`config.mk`:
```
export PLATFORM = sky130hd
export DESIGN_NAME = clock_mode_ctrl_flat
export DESIGN_NICKNAME = d
export VERILOG_FILES = /design/src/rtl/clock_mode_if.sv /design/src/rtl/clock_mode_ctrl.sv /design/src/flat_wrapper.sv
export SDC_FILE = /design/constraint.sdc
export NUM_CORES = 1
export LEC_CHECK = 0
export ABC_CLOCK_PERIOD_IN_PS = 3700
export CORE_ASPECT_RATIO = 1.1
export CORE_MARGIN = 1
export CORE_UTILIZATION = 40
export DETAILED_ROUTE_END_ITERATION = 12
export PLACE_DENSITY_LB_ADDON = 0.25
export SLEW_MARGIN = 20
export SYNTH_ARGS = -nofsm -noshare
export SYNTH_HDL_FRONTEND = slang
export SYNTH_SLANG_ARGS = --single-unit
```
`constraint.sdc`:
```
create_clock -name clock_160 -period 3.7 [get_ports clock_160]
set_clock_uncertainty 0.2 [all_clocks]
set_input_delay 0.925 -clock clock_160 [delete_from_list [all_inputs] [get_ports clock_160]]
set_output_delay 0.925 -clock clock_160 [all_outputs]
set_load 0.03 [all_outputs]
```
`src/rtl/clock_mode_if.sv`:
```
// clock_mode_if: CLKSET request, MMCM lock and switched clock-select bundle.
interface clock_mode_if;
  logic [6:0] cfg_in;
  logic       cfg_wr;
  logic       locked;
  logic [6:0] cfg_out;
  logic [4:0] sel;
  logic [2:0] tap;
  logic       busy;
  logic       lock_err;
  modport master (output cfg_in, cfg_wr, locked, input cfg_out, sel, tap, busy, lock_err);
  modport slave (input cfg_in, cfg_wr, locked, output cfg_out, sel, tap, busy, lock_err);
endinterface

```
`src/rtl/clock_mode_ctrl.sv`:
```
// clock_mode_ctrl: sequences CLKSET writes through MMCM lock and settle, then swaps
// the BUFGMUX selects and the effective config in one registered step.
module clock_mode_ctrl #(
  parameter int SETTLE_CYCLES = 16000,
  parameter int LOCK_TIMEOUT  = 1600000,
  parameter int SWITCH_CYCLES = 8,
  parameter int CNT_W         = 24
) (
  input  logic clock_160,
  input  logic nres,
  clock_mode_if.slave bus
);
  typedef enum logic [1:0] {IDLE, WAIT_LOCK, SETTLE, SWITCH} state_t;
  state_t state_q, state_d;
  logic [CNT_W-1:0] cnt_q, cnt_d;
  logic [6:0] cin_q, tgt_q, tgt_d, pend_q, pend_d, cfg_q, cfg_d, req;
  logic wr_q, pv_q, pv_d, err_q, err_d, busy_q, apply;
  logic [2:0] tap_q, tap_d;
  logic [4:0] sel_q, sel_d;

  function automatic logic [2:0] decode(input logic [6:0] c);
    logic [4:0] k = {c[6:5], c[2:0]};
    return k == 5'b11111 ? 3'd5 : k == 5'b11110 ? 3'd4 : k == 5'b11101 ? 3'd3 :
           (k == 5'b11100 || k[2:0] == 3'b000) ? 3'd2 :
           (k == 5'b11011 || k == 5'b01010) ? 3'd1 : 3'd0;
  endfunction

  always_comb begin
    state_d = state_q;
    cnt_d   = cnt_q == '0 ? cnt_q : cnt_q - CNT_W'(1);
    tgt_d   = tgt_q;
    err_d   = err_q;
    apply   = 1'b0;
    pend_d  = (wr_q && state_q != IDLE) ? cin_q : pend_q;
    pv_d    = pv_q | (wr_q && state_q != IDLE);
    req     = wr_q ? cin_q : pend_q;
    case (state_q)
      IDLE: begin
        pv_d = 1'b0;
        if ((wr_q || pv_q) && req != cfg_q) begin
          tgt_d   = req;
          state_d = WAIT_LOCK;
          cnt_d   = CNT_W'(LOCK_TIMEOUT - 1);
        end
      end
      WAIT_LOCK:
        if (bus.locked) begin
          if ((tgt_q[6] & ~cfg_q[6]) | (tgt_q[5] & ~cfg_q[5])) begin
            state_d = SETTLE;
            cnt_d   = CNT_W'(SETTLE_CYCLES - 1);
          end else apply = 1'b1;
        end else if (cnt_q == '0) begin
          state_d = IDLE;
          err_d   = 1'b1;
          pv_d    = 1'b0;
        end
      SETTLE:
        if (!bus.locked) begin
          state_d = WAIT_LOCK;
          cnt_d   = CNT_W'(LOCK_TIMEOUT - 1);
        end else if (cnt_q == '0) apply = 1'b1;
      default: if (cnt_q == '0) state_d = IDLE;
    endcase
    if (apply) begin
      state_d = SWITCH;
      cnt_d   = CNT_W'(SWITCH_CYCLES - 1);
    end
    cfg_d = apply ? tgt_q : cfg_q;
    tap_d = apply ? decode(tgt_q) : tap_q;
    sel_d = tap_d == 3'd0 ? 5'd0 : 5'd1 << (tap_d - 3'd1);
  end

  always_ff @(posedge clock_160 or negedge nres)
    if (!nres) begin
      state_q <= IDLE;
      cnt_q   <= '0;
      cin_q   <= '0;
      wr_q    <= 1'b0;
      tgt_q   <= '0;
      pend_q  <= '0;
      pv_q    <= 1'b0;
      cfg_q   <= '0;
      tap_q   <= 3'd2;
      sel_q   <= 5'b00010;
      err_q   <= 1'b0;
      busy_q  <= 1'b0;
    end else begin
      state_q <= state_d;
      cnt_q   <= cnt_d;
      cin_q   <= bus.cfg_in;
      wr_q    <= bus.cfg_wr;
      tgt_q   <= tgt_d;
      pend_q  <= pend_d;
      pv_q    <= pv_d;
      cfg_q   <= cfg_d;
      tap_q   <= tap_d;
      sel_q   <= sel_d;
      err_q   <= err_d;
      busy_q  <= state_d != IDLE;
    end

  assign bus.cfg_out  = cfg_q;
  assign bus.tap      = tap_q;
  assign bus.sel      = sel_q;
  assign bus.busy     = busy_q;
  assign bus.lock_err = err_q;
endmodule

```
`src/flat_wrapper.sv`:
```
// flat-port wrapper written by rule: the top's interface ports become plain ports
module clock_mode_ctrl_flat 
#(
  parameter int SETTLE_CYCLES = 16000,
  parameter int LOCK_TIMEOUT  = 1600000,
  parameter int SWITCH_CYCLES = 8,
  parameter int CNT_W         = 24
)
  (clock_160, nres, bus_cfg_in, bus_cfg_wr, bus_locked, bus_cfg_out, bus_sel, bus_tap, bus_busy, bus_lock_err);
  clock_mode_if bus_i ();
  input  logic clock_160;
  input  logic nres;
  input wire logic [$bits(bus_i.cfg_in)-1:0] bus_cfg_in;
  input wire logic [$bits(bus_i.cfg_wr)-1:0] bus_cfg_wr;
  input wire logic [$bits(bus_i.locked)-1:0] bus_locked;
  output wire logic [$bits(bus_i.cfg_out)-1:0] bus_cfg_out;
  output wire logic [$bits(bus_i.sel)-1:0] bus_sel;
  output wire logic [$bits(bus_i.tap)-1:0] bus_tap;
  output wire logic [$bits(bus_i.busy)-1:0] bus_busy;
  output wire logic [$bits(bus_i.lock_err)-1:0] bus_lock_err;
  assign bus_i.cfg_in = bus_cfg_in;
  assign bus_i.cfg_wr = bus_cfg_wr;
  assign bus_i.locked = bus_locked;
  assign bus_cfg_out = bus_i.cfg_out;
  assign bus_sel = bus_i.sel;
  assign bus_tap = bus_i.tap;
  assign bus_busy = bus_i.busy;
  assign bus_lock_err = bus_i.lock_err;
  clock_mode_ctrl #(.SETTLE_CYCLES(SETTLE_CYCLES), .LOCK_TIMEOUT(LOCK_TIMEOUT), .SWITCH_CYCLES(SWITCH_CYCLES), .CNT_W(CNT_W)) u_core (.clock_160(clock_160), .nres(nres), .bus(bus_i));
endmodule
```
==> results.sh <==
export IMPL_rsz0062_at_grt="false"
export IMPL_grt_pass1_vias=2578
export IMPL_drtIter0Drc=134
export IMPL_ir_drop_mv=0.213
export IMPL_max_freq_mhz=335
export IMPL_syn_area_per_cell_um2=9.86
export IMPL_drt_first_pass_iters=4
export IMPL_yosys_warnings=0
export IMPL_min_period_over_period_pct=80.7
export IMPL_routed_top_layer="met4"
export IMPL_fin_nets=396
export IMPL_drt_met1_wl_mm=3.22
export IMPL_viasPerCell=5.29
export IMPL_cts_tree="built"
export IMPL_synth_nets=369
export IMPL_synthToLayoutAreaGrowth_pct=14.9
export IMPL_cts_hold_buf=0
export IMPL_synth_top_area_cell="dfrtp_1"
export IMPL_relSlewSlack_pct=30.8
export IMPL_power_density_nw_per_um2=334
export IMPL_drt_total_wl_mm=7.20
export IMPL_cts_root_buffer_cell="clkbuf_8"
export IMPL_drive_gt1_share_pct=12.5
export IMPL_yosysSeqAreaShare_pct=47.7
export IMPL_synthDistinctLibCells=56
export IMPL_die_width_um=90.8
export IMPL_antenna_cells=0
export IMPL_ant_nets=0
export IMPL_io_pins=28
export IMPL_cts_setup_buffers=0
export IMPL_tightest_slew_ns=1.03
export IMPL_synthFlopType="dfrtp_1"
export IMPL_post_dp_cell_area_um2=3810
export IMPL_synth_edf_count=0
export IMPL_finalPower_mw=1.33
export IMPL_cts_path_max_buffers=2
export IMPL_wl_met2_mm=3.64
export IMPL_start_util_pct=41.3
export IMPL_antenna_found_initial=0
export IMPL_maxCapViolCount=0
export IMPL_worstPathRequired_ns=3.75
export IMPL_worstSetupPathType="in2reg"
export IMPL_leakage_nw=1.73
export IMPL_wire_per_inst_um=14.5
export IMPL_worstSetupEndpointType="flop"
export IMPL_portBuffers=27
export IMPL_placed_cells=479
export IMPL_fin_cells=495
export IMPL_path_clk_slew_ns=0.07
export IMPL_grt_first_pass_wirelength_mm=12.5
export IMPL_met3_length_um=249
export IMPL_grt_usage_pct=17.5
export IMPL_ys_seq_elements=66
export IMPL_yosysMostFrequentCell="dfrtp_1"
export IMPL_route_detailed_drc=0
export IMPL_die_h_um=99.7
export IMPL_netlist_area_um2=3470
export IMPL_hpwl_mm=5.18
export IMPL_synthTopCellsByArea="dfrtp_1 46%, nand2_1 4.8%, xor2_1 3.8%, a21oi_1 3.7%, nor2_1 2.8%"
export IMPL_die_area_um2=9050
export IMPL_fillers=809
export IMPL_crit_arrival_ns=3.04
export IMPL_htree_num_levels=3
export IMPL_cts_sinks=66
export IMPL_synth_async_reset_ratio_pct=100
export IMPL_grt_max_degree=31
export IMPL_min_period_ns=2.99
export IMPL_fp_row_count=35
export IMPL_post_cts_resized=0
export IMPL_status="complete, no violations"
export IMPL_gr_total_overflow=0
export IMPL_critPathLaunchType="primary input"
export IMPL_final_area_um2=3990
export IMPL_worstPathMaxFanout=9
export IMPL_fin_setup_tns_ns=0
export IMPL_clk_latency_ns=0.34
export IMPL_synthTopCellsByCount="64 x dfrtp_1, 44 x nand2_1, 26 x a21oi_1, 26 x nor2_1, 15 x xor2_1"
export IMPL_cts_buffers_inserted=9
export IMPL_yosys_area_top_type_share_pct=46.1
export IMPL_hold_path_class="reg2reg"
export IMPL_setup_viol=0
export IMPL_via_count=2621
export IMPL_syn_inst=352
export IMPL_gp_congestion=0.887
export IMPL_hold_viol_final=0
export IMPL_maxSlewViolCount=0
export IMPL_core_area_um2=8410
export IMPL_hold_worst_slack_ns=0.272
[placed cells by master (no fill, tap or decap), types with 3 or more instances in the layout]
cell and count:
nand2_1 44, buf_4 5, and3_1 4, o22ai_1 3, a31oi_1 5, or3_1 6
xnor2_1 10, nand2b_1 3, clkdlybuf4s50_1 26, nand4_1 6, mux2_2 8, mux2i_1 7
or2_2 3, o211ai_1 7, dfrtp_1 64, nor3_1 13, xor2_1 15, a21boi_0 3
a21o_1 3, clkbuf_8 11, nor2_1 26, clkinv_2 3, nor4_1 4, inv_1 10
a21oi_1 26, ha_1 6, nand3_1 9, nor2b_1 3, o21ai_0 12
[final timing paths]
check	slack, ns	endpoint	cells past startpoint	start
setup / recovery	0.71	u_core.cnt_q[16]	6	bus_locked
min in group asynchronous	0.30	u_core.cnt_q[4]	1	nres
hold reg to reg	0.27	u_core.bus.lock_err	1	u_core.bus.lock_err
max in group asynchronous	2.24	u_core.bus.sel[1]	2	nres
setup reg to reg	0.79	u_core.bus.sel[4]	7	u_core.cnt_q[16]
hold / removal	0.27	u_core.bus.lock_err	1	u_core.bus.lock_err
[metal layers]
layer / GRT usage, % / vias up
met5: 0 / -
met4: 7.45 / 0
met3: 3.06 / 10
met2: 30.4 / 56
met1: 21.5 / 1250
li1: - / 1305
[report_power, final]
| part | total, mW | internal (mW) | switching, mW |
|---|---|---|---|
| clock network | 0.539 | 0.277 | 0.262 |
| logic | 0.0538 | 0.0248 | 0.0290 |
| registers | 0.741 | 0.734 | 0.00737 |
[registers in the layout (all words and copies together) (netlist names)]
| name | cells |
|---|---|
| u_core.bus.busy | 1 |
| u_core.bus.sel | 5 |
| u_core.bus.tap | 3 |
| u_core.bus.lock_err | 1 |
| u_core.wr_q | 1 |
| u_core.pv_q | 1 |
| u_core.bus.cfg_out | 7 |
| u_core.cin_q | 7 |
| u_core.tgt_q | 7 |
| u_core.pend_q | 7 |
| u_core.cnt_q | 24 |
| u_core.state_q | 2 |
[critical path, stage by stage]
cell	delay, ns
clkdlybuf4s50_1	0.56
nand4_1	0.21
a21boi_1	0.52
buf_4	0.28
o211ai_1	0.30
a21oi_1	0.23
[through the flow]
step                util, %  setup WS, ns
CTS                    47.4         0.721
global placement       45.4         0.454
detailed placement     45.4         0.386
global route           47.4         0.516
floorplan                 -         0.910
finish                 47.4         0.714
[layout make-up]
class | instances | area (um2) | share of cell area [%]
multi-input combinational | 260 | 1680 | 42.1
clock buffer | 13 | 159 | 3.98
clock inverter | 3 | 15.0 | 0.377
tap | 111 | 139 | 3.48
inverter | 10 | 37.5 | 0.941
sequential | 66 | 1650 | 41.5
timing repair buffer | 32 | 303 | 7.59
[cells by family (layout without fill, tap and decap cells)]
family | count (synthesis) | count (layout) | synth area share, %
simple gates | 138 | 138 | 20.9
flops | 66 | 66 | 47.7
buf+inv | 26 | 58 | 3.93
xor+xnor | 25 | 25 | 6.31
mux | 15 | 15 | 4.61
compound gates | 76 | 76 | 14.5
fa+ha+maj | 6 | 6 | 2.16
Power figures use the tool's default switching activity.
